==> src/rtl/sp_pkg.sv <==
// sp_pkg: shared widths, imem responder state encoding and address checks
package sp_pkg;
  localparam int DATA_WIDTH = 16;
  localparam int ADDR_WIDTH = 16;
  localparam int IMEM_DEPTH_DEFAULT = 256;
  localparam int IMEM_LAT_W = 4;

  typedef enum logic [1:0] {IMEM_IDLE, IMEM_WAIT, IMEM_RESP} imem_state_e;

  // Misaligned (odd byte) or past the end of a depth-word store
  function automatic logic imem_bad(input logic [ADDR_WIDTH-1:0] a, input int depth);
    return a[0] || (int'(a[ADDR_WIDTH-1:1]) >= depth);
  endfunction
endpackage

==> src/rtl/imem_responder_if.sv <==
// imem_responder_if: fetch-side req/ack bus between the fetch stage and instruction memory
interface imem_responder_if;
  import sp_pkg::*;
  logic                  req;
  logic [ADDR_WIDTH-1:0] addr;
  logic                  ack;
  logic [DATA_WIDTH-1:0] rdata;
  logic                  err;
  logic                  busy;
  modport master(output req, addr, input ack, rdata, err, busy);
  modport slave(input req, addr, output ack, rdata, err, busy);
endinterface

==> src/rtl/imem_array.sv <==
// imem_array: instruction store, one synchronous write port and one combinational read port
module imem_array #(
  parameter int DEPTH = 256,
  parameter int DW    = 16,
  parameter int IW    = 8
) (
  input  logic          clk_i,
  input  logic          we_i,
  input  logic [IW-1:0] waddr_i,
  input  logic [DW-1:0] wdata_i,
  input  logic [IW-1:0] raddr_i,
  output logic [DW-1:0] rdata_o
);
  logic [DW-1:0] mem_q [DEPTH];

  // Store is deliberately unreset; contents come from the loader
  always_ff @(posedge clk_i)
    if (we_i) mem_q[waddr_i] <= wdata_i;

  assign rdata_o = mem_q[raddr_i];
endmodule

==> src/rtl/imem_responder.sv <==
// imem_responder: memory end of the imem fetch bus with programmable wait states and error flagging
module imem_responder
  import sp_pkg::*;
#(
  parameter int DEPTH   = IMEM_DEPTH_DEFAULT,
  parameter int LATENCY = 0
) (
  input  logic                  clk_i,
  input  logic                  arst_ni,
  imem_responder_if.slave       bus,
  input  logic                  load_we_i,
  input  logic [ADDR_WIDTH-1:0] load_addr_i,
  input  logic [DATA_WIDTH-1:0] load_wdata_i
);
  localparam int IW = $clog2(DEPTH);

  if (LATENCY > 2**IMEM_LAT_W - 1 || DEPTH > 2**(ADDR_WIDTH-1)) begin : g_param_check
    $fatal(1, "imem_responder: LATENCY or DEPTH out of range");
  end

  imem_state_e           state_q;
  logic [IMEM_LAT_W-1:0] cnt_q;
  logic [ADDR_WIDTH-1:0] addr_q;
  logic                  ack_q;
  logic                  err_q;
  logic [DATA_WIDTH-1:0] rdata_q;
  logic [ADDR_WIDTH-1:0] rd_addr;
  logic [DATA_WIDTH-1:0] rd_word;
  logic                  rd_bad;
  logic                  load_ok;

  // While waiting the latched address is looked up; otherwise the incoming one (zero-latency accept)
  assign rd_addr = (state_q == IMEM_WAIT) ? addr_q : bus.addr;
  assign rd_bad  = imem_bad(rd_addr, DEPTH);
  assign load_ok = load_we_i && !imem_bad(load_addr_i, DEPTH);

  imem_array #(.DEPTH(DEPTH), .DW(DATA_WIDTH), .IW(IW)) u_array (
    .clk_i  (clk_i),
    .we_i   (load_ok),
    .waddr_i(load_addr_i[IW:1]),
    .wdata_i(load_wdata_i),
    .raddr_i(rd_addr[IW:1]),
    .rdata_o(rd_word)
  );

  // Fetch FSM; the response registers are loaded on the edge that enters RESP and clear otherwise
  always_ff @(posedge clk_i or negedge arst_ni)
    if (!arst_ni) begin
      state_q <= IMEM_IDLE;
      cnt_q   <= '0;
      addr_q  <= '0;
      ack_q   <= 1'b0;
      err_q   <= 1'b0;
      rdata_q <= '0;
    end else begin
      ack_q   <= 1'b0;
      err_q   <= 1'b0;
      rdata_q <= '0;
      if (state_q == IMEM_WAIT) begin
        if (cnt_q == '0) begin
          state_q <= IMEM_RESP;
          ack_q   <= 1'b1;
          err_q   <= rd_bad;
          rdata_q <= rd_bad ? '0 : rd_word;
        end else cnt_q <= cnt_q - 1'b1;
      end else if (bus.req) begin
        addr_q <= bus.addr;
        if (LATENCY == 0) begin
          state_q <= IMEM_RESP;
          ack_q   <= 1'b1;
          err_q   <= rd_bad;
          rdata_q <= rd_bad ? '0 : rd_word;
        end else begin
          state_q <= IMEM_WAIT;
          cnt_q   <= IMEM_LAT_W'(LATENCY - 1);
        end
      end else state_q <= IMEM_IDLE;
    end

  assign bus.ack   = ack_q;
  assign bus.err   = err_q;
  assign bus.rdata = rdata_q;
  assign bus.busy  = (state_q == IMEM_WAIT) || (state_q == IMEM_RESP && bus.req);
endmodule

==> src/flat_wrapper.sv <==
// flat-port wrapper written by rule: the top's interface ports become plain ports
module imem_responder_flat import sp_pkg::*;
#(
  parameter int DEPTH   = IMEM_DEPTH_DEFAULT,
  parameter int LATENCY = 0
)
  (clk_i, arst_ni, load_we_i, load_addr_i, load_wdata_i, bus_req, bus_addr, bus_ack, bus_rdata, bus_err, bus_busy);
  imem_responder_if bus_i ();
  input  logic clk_i;
  input  logic arst_ni;
  input  logic load_we_i;
  input  logic [ADDR_WIDTH-1:0] load_addr_i;
  input  logic [DATA_WIDTH-1:0] load_wdata_i;
  input wire logic [$bits(bus_i.req)-1:0] bus_req;
  input wire logic [$bits(bus_i.addr)-1:0] bus_addr;
  output wire logic [$bits(bus_i.ack)-1:0] bus_ack;
  output wire logic [$bits(bus_i.rdata)-1:0] bus_rdata;
  output wire logic [$bits(bus_i.err)-1:0] bus_err;
  output wire logic [$bits(bus_i.busy)-1:0] bus_busy;
  assign bus_i.req = bus_req;
  assign bus_i.addr = bus_addr;
  assign bus_ack = bus_i.ack;
  assign bus_rdata = bus_i.rdata;
  assign bus_err = bus_i.err;
  assign bus_busy = bus_i.busy;
  imem_responder #(.DEPTH(DEPTH), .LATENCY(LATENCY)) u_core (.clk_i(clk_i), .arst_ni(arst_ni), .bus(bus_i), .load_we_i(load_we_i), .load_addr_i(load_addr_i), .load_wdata_i(load_wdata_i));
endmodule
==> config.mk <==
export PLATFORM = sky130hd
export DESIGN_NAME = imem_responder_flat
export DESIGN_NICKNAME = d
export VERILOG_FILES = /design/src/rtl/sp_pkg.sv /design/src/rtl/imem_responder_if.sv /design/src/rtl/imem_array.sv /design/src/rtl/imem_responder.sv /design/src/flat_wrapper.sv
export SDC_FILE = /design/constraint.sdc
export NUM_CORES = 2
export LEC_CHECK = 0
export BUFFER_PORTS_ARGS = -buffer_cell sky130_fd_sc_hd__buf_2
export CORE_MARGIN = 5
export CORE_UTILIZATION = 45
export CTS_CLUSTER_DIAMETER = 150
export DETAILED_ROUTE_END_ITERATION = 6
export GPL_TIMING_DRIVEN = 0
export MAX_ROUTING_LAYER = met4
export SLEW_MARGIN = 30
export SYNTH_ARGS = -nofsm -noshare
export SYNTH_HDL_FRONTEND = slang
export SYNTH_SLANG_ARGS = --single-unit
==> constraint.sdc <==
create_clock -name clk_i -period 3.2 [get_ports clk_i]
set_input_delay 0.32 -clock clk_i [delete_from_list [all_inputs] [get_ports clk_i]]
set_output_delay 0.32 -clock clk_i [all_outputs]
set_load 0.05 [all_outputs]
; After elaboration in Yosys (flattened, before gate mapping)
; Memories as Yosys holds them, arrays and structs flattened.
; Cells that the tools add are included.
[totals]
reg_bits = 40
ramBits = 4096
memories = 1
[classes]
add_sub_neg = 1
order_cmp = 2
n_eq_ne = 3
mux = 16
bitwise = 2
n_reduce_logical = 9
[mem_list]
columns = memory, words, width, rd, rd_clocked_by_memory_dff, wr, line
row1 = u_core.u_array.mem_q, 256, 16, 1, 0, 1, imem_array.sv:14  ; logic [DW-1:0] mem_q [DEPTH];
[ops]
columns = op, n
row1 = $mux 16, 5
row2 = $ge 15x9->1 const B, 2
row3 = $mux 1, 8
row4 = $mux 2, 3
row5 = $logic_not 4->1, 1
row6 = $reduce_and 2->1, 2
row7 = $sub 4x1->4 const B, 1
row8 = $logic_or 1x1->1, 3
row9 = $eq 2x1->1 const B, 1
row10 = $eq 2x2->1 const B, 1
row11 = $logic_and 1x1->1, 2
row12 = $ne 2x2->1 const B, 1
row13 = $not 1->1, 2
row14 = $logic_not 1->1, 1

; Depth between registers and ports, before layout
[depth]
word_depth = 7
mapped_depth = 13
mapped_depth_nobuf = 7

; Hierarchy
; Synthesis repeated with hierarchy kept, for this count alone.
[hier_totals]
cells_unflattened = 7407
hier_area_um2 = 159160.1
[modules_own_cells]
columns = module, n_inst, cells_per_inst, area_each_um2
row1 = imem_array, 1, 7344, 158394.4
row2 = imem_responder, 1, 63, 765.7

; Worst setup path after synthesis
; No wires, ideal clock.
[synth_timing]
path_type = input to register
start = input load_addr_i[11]
end = memory u_core.u_array.mem_q[198][0] (enable)
setup_time_ps = 388
arrival_ps = 2188
t_required_ps = 2812
slack_ps = 623
stages = 6
path_cell_list = nor4_1 -> nand4b_1 -> nor3_1 -> nand3_1 -> clkbuf_1 -> nor2_1
[synth_via]
elab_chain_len = 6
[synth_lines]
columns = element, line
row1 = from (decl), flat_wrapper.sv:12  ; input logic [ADDR_WIDTH-1:0] load_addr_i;
row2 = $ge 15x9->1, sp_pkg.sv:12  ; return a[0] || (int'(a[ADDR_WIDTH-1:1]) >= depth);
row3 = $logic_or 1x1->1, sp_pkg.sv:12
row4 = $logic_not 1->1, imem_responder.sv:35  ; assign load_ok = load_we_i && !imem_bad(load_addr_i, DEPTH);
row5 = $logic_and 1x1->1, imem_responder.sv:35
row6 = $mux 1, imem_array.sv:18  ; if (we_i) mem_q[waddr_i] <= wdata_i;
row7 = $mux 1 (not written as such), imem_array.sv:18
row8 = to (decl), imem_array.sv:14
; No other way between the ends.

; Final worst setup path
[layout_timing]
start = input bus_addr[2]
end = register u_core.rdata_q[13] (netlist: u_core.bus.rdata[13])
[layout_via]
elab_chain_len = 6
[layout_lines]
columns = element, line
row1 = from (decl), flat_wrapper.sv:15  ; input wire logic [$bits(bus_i.addr)-1:0] bus_addr;
row2 = $mux 16 *, imem_responder.sv:33  ; assign rd_addr = (state_q == IMEM_WAIT) ? addr_q : bus.addr;
row3 = branches (longest 2 deep; another with $mem_v2 256x16), --
row4 = $mux 16 *, "imem_responder.sv:64, imem_responder.sv:72"
row5 = $mux 16 (on tied branches), "imem_responder.sv:66, imem_responder.sv:60"
row6 = $mux 16 *, imem_responder.sv:59  ; if (state_q == IMEM_WAIT) begin
row7 = to (signal assigned), imem_responder.sv:64  ; rdata_q <= rd_bad ? '0 : rd_word;
row8 = to (signal assigned), imem_responder.sv:72  ; rdata_q <= rd_bad ? '0 : rd_word;
row9 = to (decl), imem_responder.sv:26  ; logic [DATA_WIDTH-1:0] rdata_q;
; Every way passes the cells marked *.
; A chain may end at the register's enable or synchronous reset.

==> impl_results.html <==
<table>
<tr><th>Metric</th><th>Value</th></tr>
<tr><th colspan="2">Place</th></tr>
<tr><td>DP HPWL</td><td>slightly below 400000 um</td></tr>
<tr><td>Placed Cells</td><td>12.2k</td></tr>
<tr><td>Buffers added on ports</td><td>a little under 70</td></tr>
<tr><td>RePlAce Congestion</td><td>1.04</td></tr>
<tr><th colspan="2">Worst hold path</th></tr>
<tr><td>Number of cells on the worst hold path</td><td>4</td></tr>
<tr><td>Hold WC Path Type</td><td>in2reg</td></tr>
<tr><td>Hold worst-path end</td><td>u_core.u_array.mem_q[15][4]</td></tr>
<tr><td>Min-Delay Startpoint</td><td>load_addr_i[2]</td></tr>
<tr><th colspan="2">Global route</th></tr>
<tr><td>Gr ovfl total</td><td>0</td></tr>
<tr><td>First-pass GRT wire length</td><td>~740000 um</td></tr>
<tr><td>Pin count of the biggest net entering global routing</td><td>122</td></tr>
<tr><td>Total global routing track utilization</td><td>about a third</td></tr>
<tr><td>Number of antenna violations at the first check in global routing</td><td>46</td></tr>
<tr><td>Number of global-route vias before repair</td><td>81.8k</td></tr>
<tr><th colspan="2">Run status</th></tr>
<tr><td>Failing checks</td><td>negative setup slack</td></tr>
<tr><td>Outcome</td><td>finished, violations left</td></tr>
<tr><th colspan="2">Cells and area</th></tr>
<tr><td>Nets@finish</td><td>8069</td></tr>
<tr><td>Area Overhead vs Synth</td><td>19.0%</td></tr>
<tr><td>Highest-count cells in the layout ignoring fill and taps</td><td>edfxtp_1, mux4_2, mux2i_1, clkbuf_16, nor2_4</td></tr>
<tr><td>Most common library cell in the layout ignoring fill and taps</td><td>edfxtp_1</td></tr>
<tr><td>Number of standard cells in the final layout excluding fillers</td><td>13.0k</td></tr>
<tr><td>Ratio of cells with drive above 1 in the final layout</td><td>30.2%</td></tr>
<tr><th colspan="2">Routing</th></tr>
<tr><td>Vias</td><td>85.9k</td></tr>
<tr><td>Detailed Route WL</td><td>around 570000 um</td></tr>
<tr><td>Starting DRC count in detailed routing</td><td>between 10k and 15k</td></tr>
<tr><td>Count of unresolved DRC violations after routing</td><td>0</td></tr>
<tr><td>Routed wire length per instance</td><td>about 43 um</td></tr>
<tr><td>Initial DRT Pass Iterations</td><td>6</td></tr>
<tr><td>Post-route ant nets</td><td>0</td></tr>
<tr><td>Vias per cell</td><td>about 6.6</td></tr>
<tr><th colspan="2">Synth</th></tr>
<tr><td>Cell area after technology mapping</td><td>158000 um^2</td></tr>
<tr><td>Number of distinct library cells after synthesis</td><td>54</td></tr>
<tr><td>Number of enable flip-flop cells after synthesis</td><td>a little over 4k</td></tr>
<tr><td>Async set or reset register ratio after synthesis</td><td>0.438%</td></tr>
<tr><td>Sequential cell area fraction in the yosys report</td><td>a little under 80%</td></tr>
<tr><td>Cell types with the largest area share after synthesis</td><td>edfxtp_1, mux4_2, mux2i_1</td></tr>
<tr><td>Net count of the mapped netlist</td><td>7305</td></tr>
<tr><td>Area share of the largest cell type after synthesis</td><td>between 70% and 80%</td></tr>
<tr><td>Synthesis Warnings</td><td>0</td></tr>
<tr><td>Syn Inst Count</td><td>7253</td></tr>
<tr><td>Flip-flop and latch count after synthesis</td><td>4114</td></tr>
<tr><td>Flip-flop cell with the highest count after synthesis</td><td>edfxtp_1</td></tr>
<tr><td>Largest area contributor in the synthesized netlist</td><td>edfxtp_1</td></tr>
<tr><td>Mapped Avg Cell Area</td><td>21.8 um^2</td></tr>
<tr><th colspan="2">Floorplan</th></tr>
<tr><td>Horizontal die dimension</td><td>slightly above 600 um</td></tr>
<tr><td>Starting density of the core</td><td>between 40% and 50%</td></tr>
<tr><td>Top-level port count</td><td>slightly above 70</td></tr>
<tr><td>Height of the chip</td><td>603 um</td></tr>
<tr><td>Number of placement rows</td><td>~220</td></tr>
<tr><td>Die Area</td><td>364000 um^2</td></tr>
<tr><td>Core area</td><td>about 350000 um^2</td></tr>
<tr><th colspan="2">Critical path</th></tr>
<tr><td>Register-to-register setup slack</td><td>90 ps</td></tr>
<tr><td>Cell count of the worst reg-to-reg path</td><td>6</td></tr>
<tr><td>Type of destination of the critical path</td><td>register</td></tr>
<tr><td>Arrival time of the worst setup path</td><td>roughly 4300 ps</td></tr>
<tr><td>Nature of the critical path startpoint</td><td>input port</td></tr>
<tr><td>Largest driver fanout on the critical path</td><td>10</td></tr>
<tr><td>Worst setup path category</td><td>in2reg</td></tr>
<tr><td>Worst flop-to-flop path endpoint</td><td>u_core.bus.rdata[0]</td></tr>
<tr><td>Reg-to-Reg Start</td><td>u_core.u_array.mem_q[126][0]</td></tr>
<tr><td>Required time at the endpoint of the critical path</td><td>4060 ps</td></tr>
<tr><th colspan="2">CTS</th></tr>
<tr><td>CTS clock-pin slew for the worst setup and hold paths</td><td>60 ps</td></tr>
<tr><td>Clk_lat worst skew</td><td>1040 ps</td></tr>
<tr><td>Number of H-tree levels</td><td>5</td></tr>
<tr><td>Max clock buf depth</td><td>4</td></tr>
<tr><td>CTS tree</td><td>yes</td></tr>
<tr><td>Sinks on the clock net</td><td>~4k</td></tr>
<tr><td>Number of CTS-inserted buffers</td><td>421</td></tr>
<tr><td>Root Buffer</td><td>clkbuf_16</td></tr>
<tr><td>Post-CTS Setup Inserts</td><td>0</td></tr>
<tr><th colspan="2">STA</th></tr>
<tr><td>Setup total negative slack</td><td>-7990 ps</td></tr>
<tr><td>RSZ-0062 raised after global routing</td><td>yes</td></tr>
<tr><td>Fin worst setup slack</td><td>-284 ps</td></tr>
<tr><td>Final setup vio count</td><td>between 200 and 250</td></tr>
<tr><td>Worst-Margin Slew</td><td>~1200 ps</td></tr>
<tr><td>Worst slack on hold paths</td><td>82.7 ps</td></tr>
<tr><td>Worst max-slew margin expressed relative to the limit</td><td>21.3%</td></tr>
<tr><td>Final critical delay including setup and external delays</td><td>3480 ps</td></tr>
<tr><td>Count of final max-slew check failures</td><td>0</td></tr>
<tr><td>Achievable frequency</td><td>between 200 and 300 MHz</td></tr>
<tr><td>Hold Fails Final Rpt</td><td>0</td></tr>
<tr><td>Final critical-path share of the clock period</td><td>109%</td></tr>
<tr><td>Setup Skew</td><td>75.6 ps</td></tr>
<tr><th colspan="2">Power and ir drop</th></tr>
<tr><td>Total leakage power</td><td>59.5 nW</td></tr>
<tr><td>Worst VDD drop</td><td>about 0.00054 V</td></tr>
<tr><td>Total power divided by cell area</td><td>617 nW/um^2</td></tr>
<tr><th colspan="2">Job</th></tr>
<tr><td>Max_cap viols</td><td>0</td></tr>
</table>
[report_power, final]
group	switching, mW	internal, mW
Combinational	4.82	2.08
Clock	21.3	28.8
Sequential	0.000620	59.2
[flip-flops by register name, indices dropped and copies added, names as in the netlist]
signal / count
u_core.bus.err: 1
u_core.bus.rdata: 16
u_core.u_array.mem_q: 4096
u_core.state_q: 1
[per-stage QoR]
stage	setup WS, ps	utilization [%]	cell area, um^2	power [mW]
floorplan	623	-	158000	63.1
global placement	-5010	47.0	164000	66.7
detailed placement	-2760	49.4	173000	66.9
CTS	-6.02	53.7	188000	116
global route	-50.2	53.8	188000	119
finish	-284	53.9	188000	116
[per-layer routing]
metal  GRT usage, %  share of wire, %  vias to the layer above
met5              -                 0                        -
met4           19.6               7.8                        0
met3           9.85                13                     1330
met2           44.4                44                     6513
met1           40.1                36                    45500
li1               -                 -                    32600
[timing repair]
item / CTS / global route
hold buffers: 22 / 0
pin swaps: 39 / 24
resized for setup: 207 / 102
setup endpoints to repair: 132 / 35
hold endpoints to repair: 1128 / 0
[synthesized netlist by cell type, drive strengths merged (7+ instances only)]
library cell	instances
nand4	28
buf	250
and2	10
a211oi	11
a211o	7
o22ai	138
o221ai	253
mux2i	545
nand2	122
nor2	319
nor3	49
edfxtp	4096
o211ai	17
o21ai	81
dfrtp	18
or3	10
a21oi	124
clkbuf	178
nor4	15
nand3	19
mux4	846
nor2b	7
and3	10
o32ai	22
a32oi	26
a22oi	8
[worst max-delay path, stage by stage]
cell       delay [ps]
buf_4             220
buf_4             350
buf_4             360
buf_2             490
mux4_2            300
nand2_1            90
nand2_1           160
o22ai_1           190
a2111oi_2         520
nand4_1           800
o32ai_4           450
[worst max-delay path by stage]
| stage | startpoint | to | slack [ps] | depth (start not counted) |
|---|---|---|---|---|
| final | bus_addr[2] | u_core.bus.rdata[13] | -280 | 11 |
| after floorplan | load_addr_i[11] | u_core.u_array.mem_q[198][0] | 620 | 6 |
| after global routing | bus_addr[5] | u_core.bus.rdata[13] | -50 | 10 |
| after detailed placement | bus_addr[2] | u_core.bus.rdata[13] | -2760 | 10 |
| after CTS | bus_addr[2] | u_core.bus.rdata[10] | -6 | 11 |
| after global placement | bus_addr[5] | u_core.bus.rdata[10] | -5010 | 10 |
[final cells by class]
type	instances	area, um^2
Tap cell	4599	5750
Fill cell	26100	162000
Multi-Input combinational cell	2704	35000
Antenna cell	35	87.6
Inverter	7	31.3
Buffer	420	3250
Clock buffer	489	10800
Timing Repair Buffer	349	6960
Sequential cell	4114	123000
Clock inverter	289	3120
[kinds of logic after synthesis]
logic type             count (synthesis)  share of synthesized area, %
buffers and inverters                435                          1.71
muxes                               1392                          15.5
AOI/OAI and AO/OA                    711                          3.20
DFF                                 4114                          77.9
and+or+nand+nor                      601                          1.65
No activity file was read; power rests on OpenSTA's default activity.
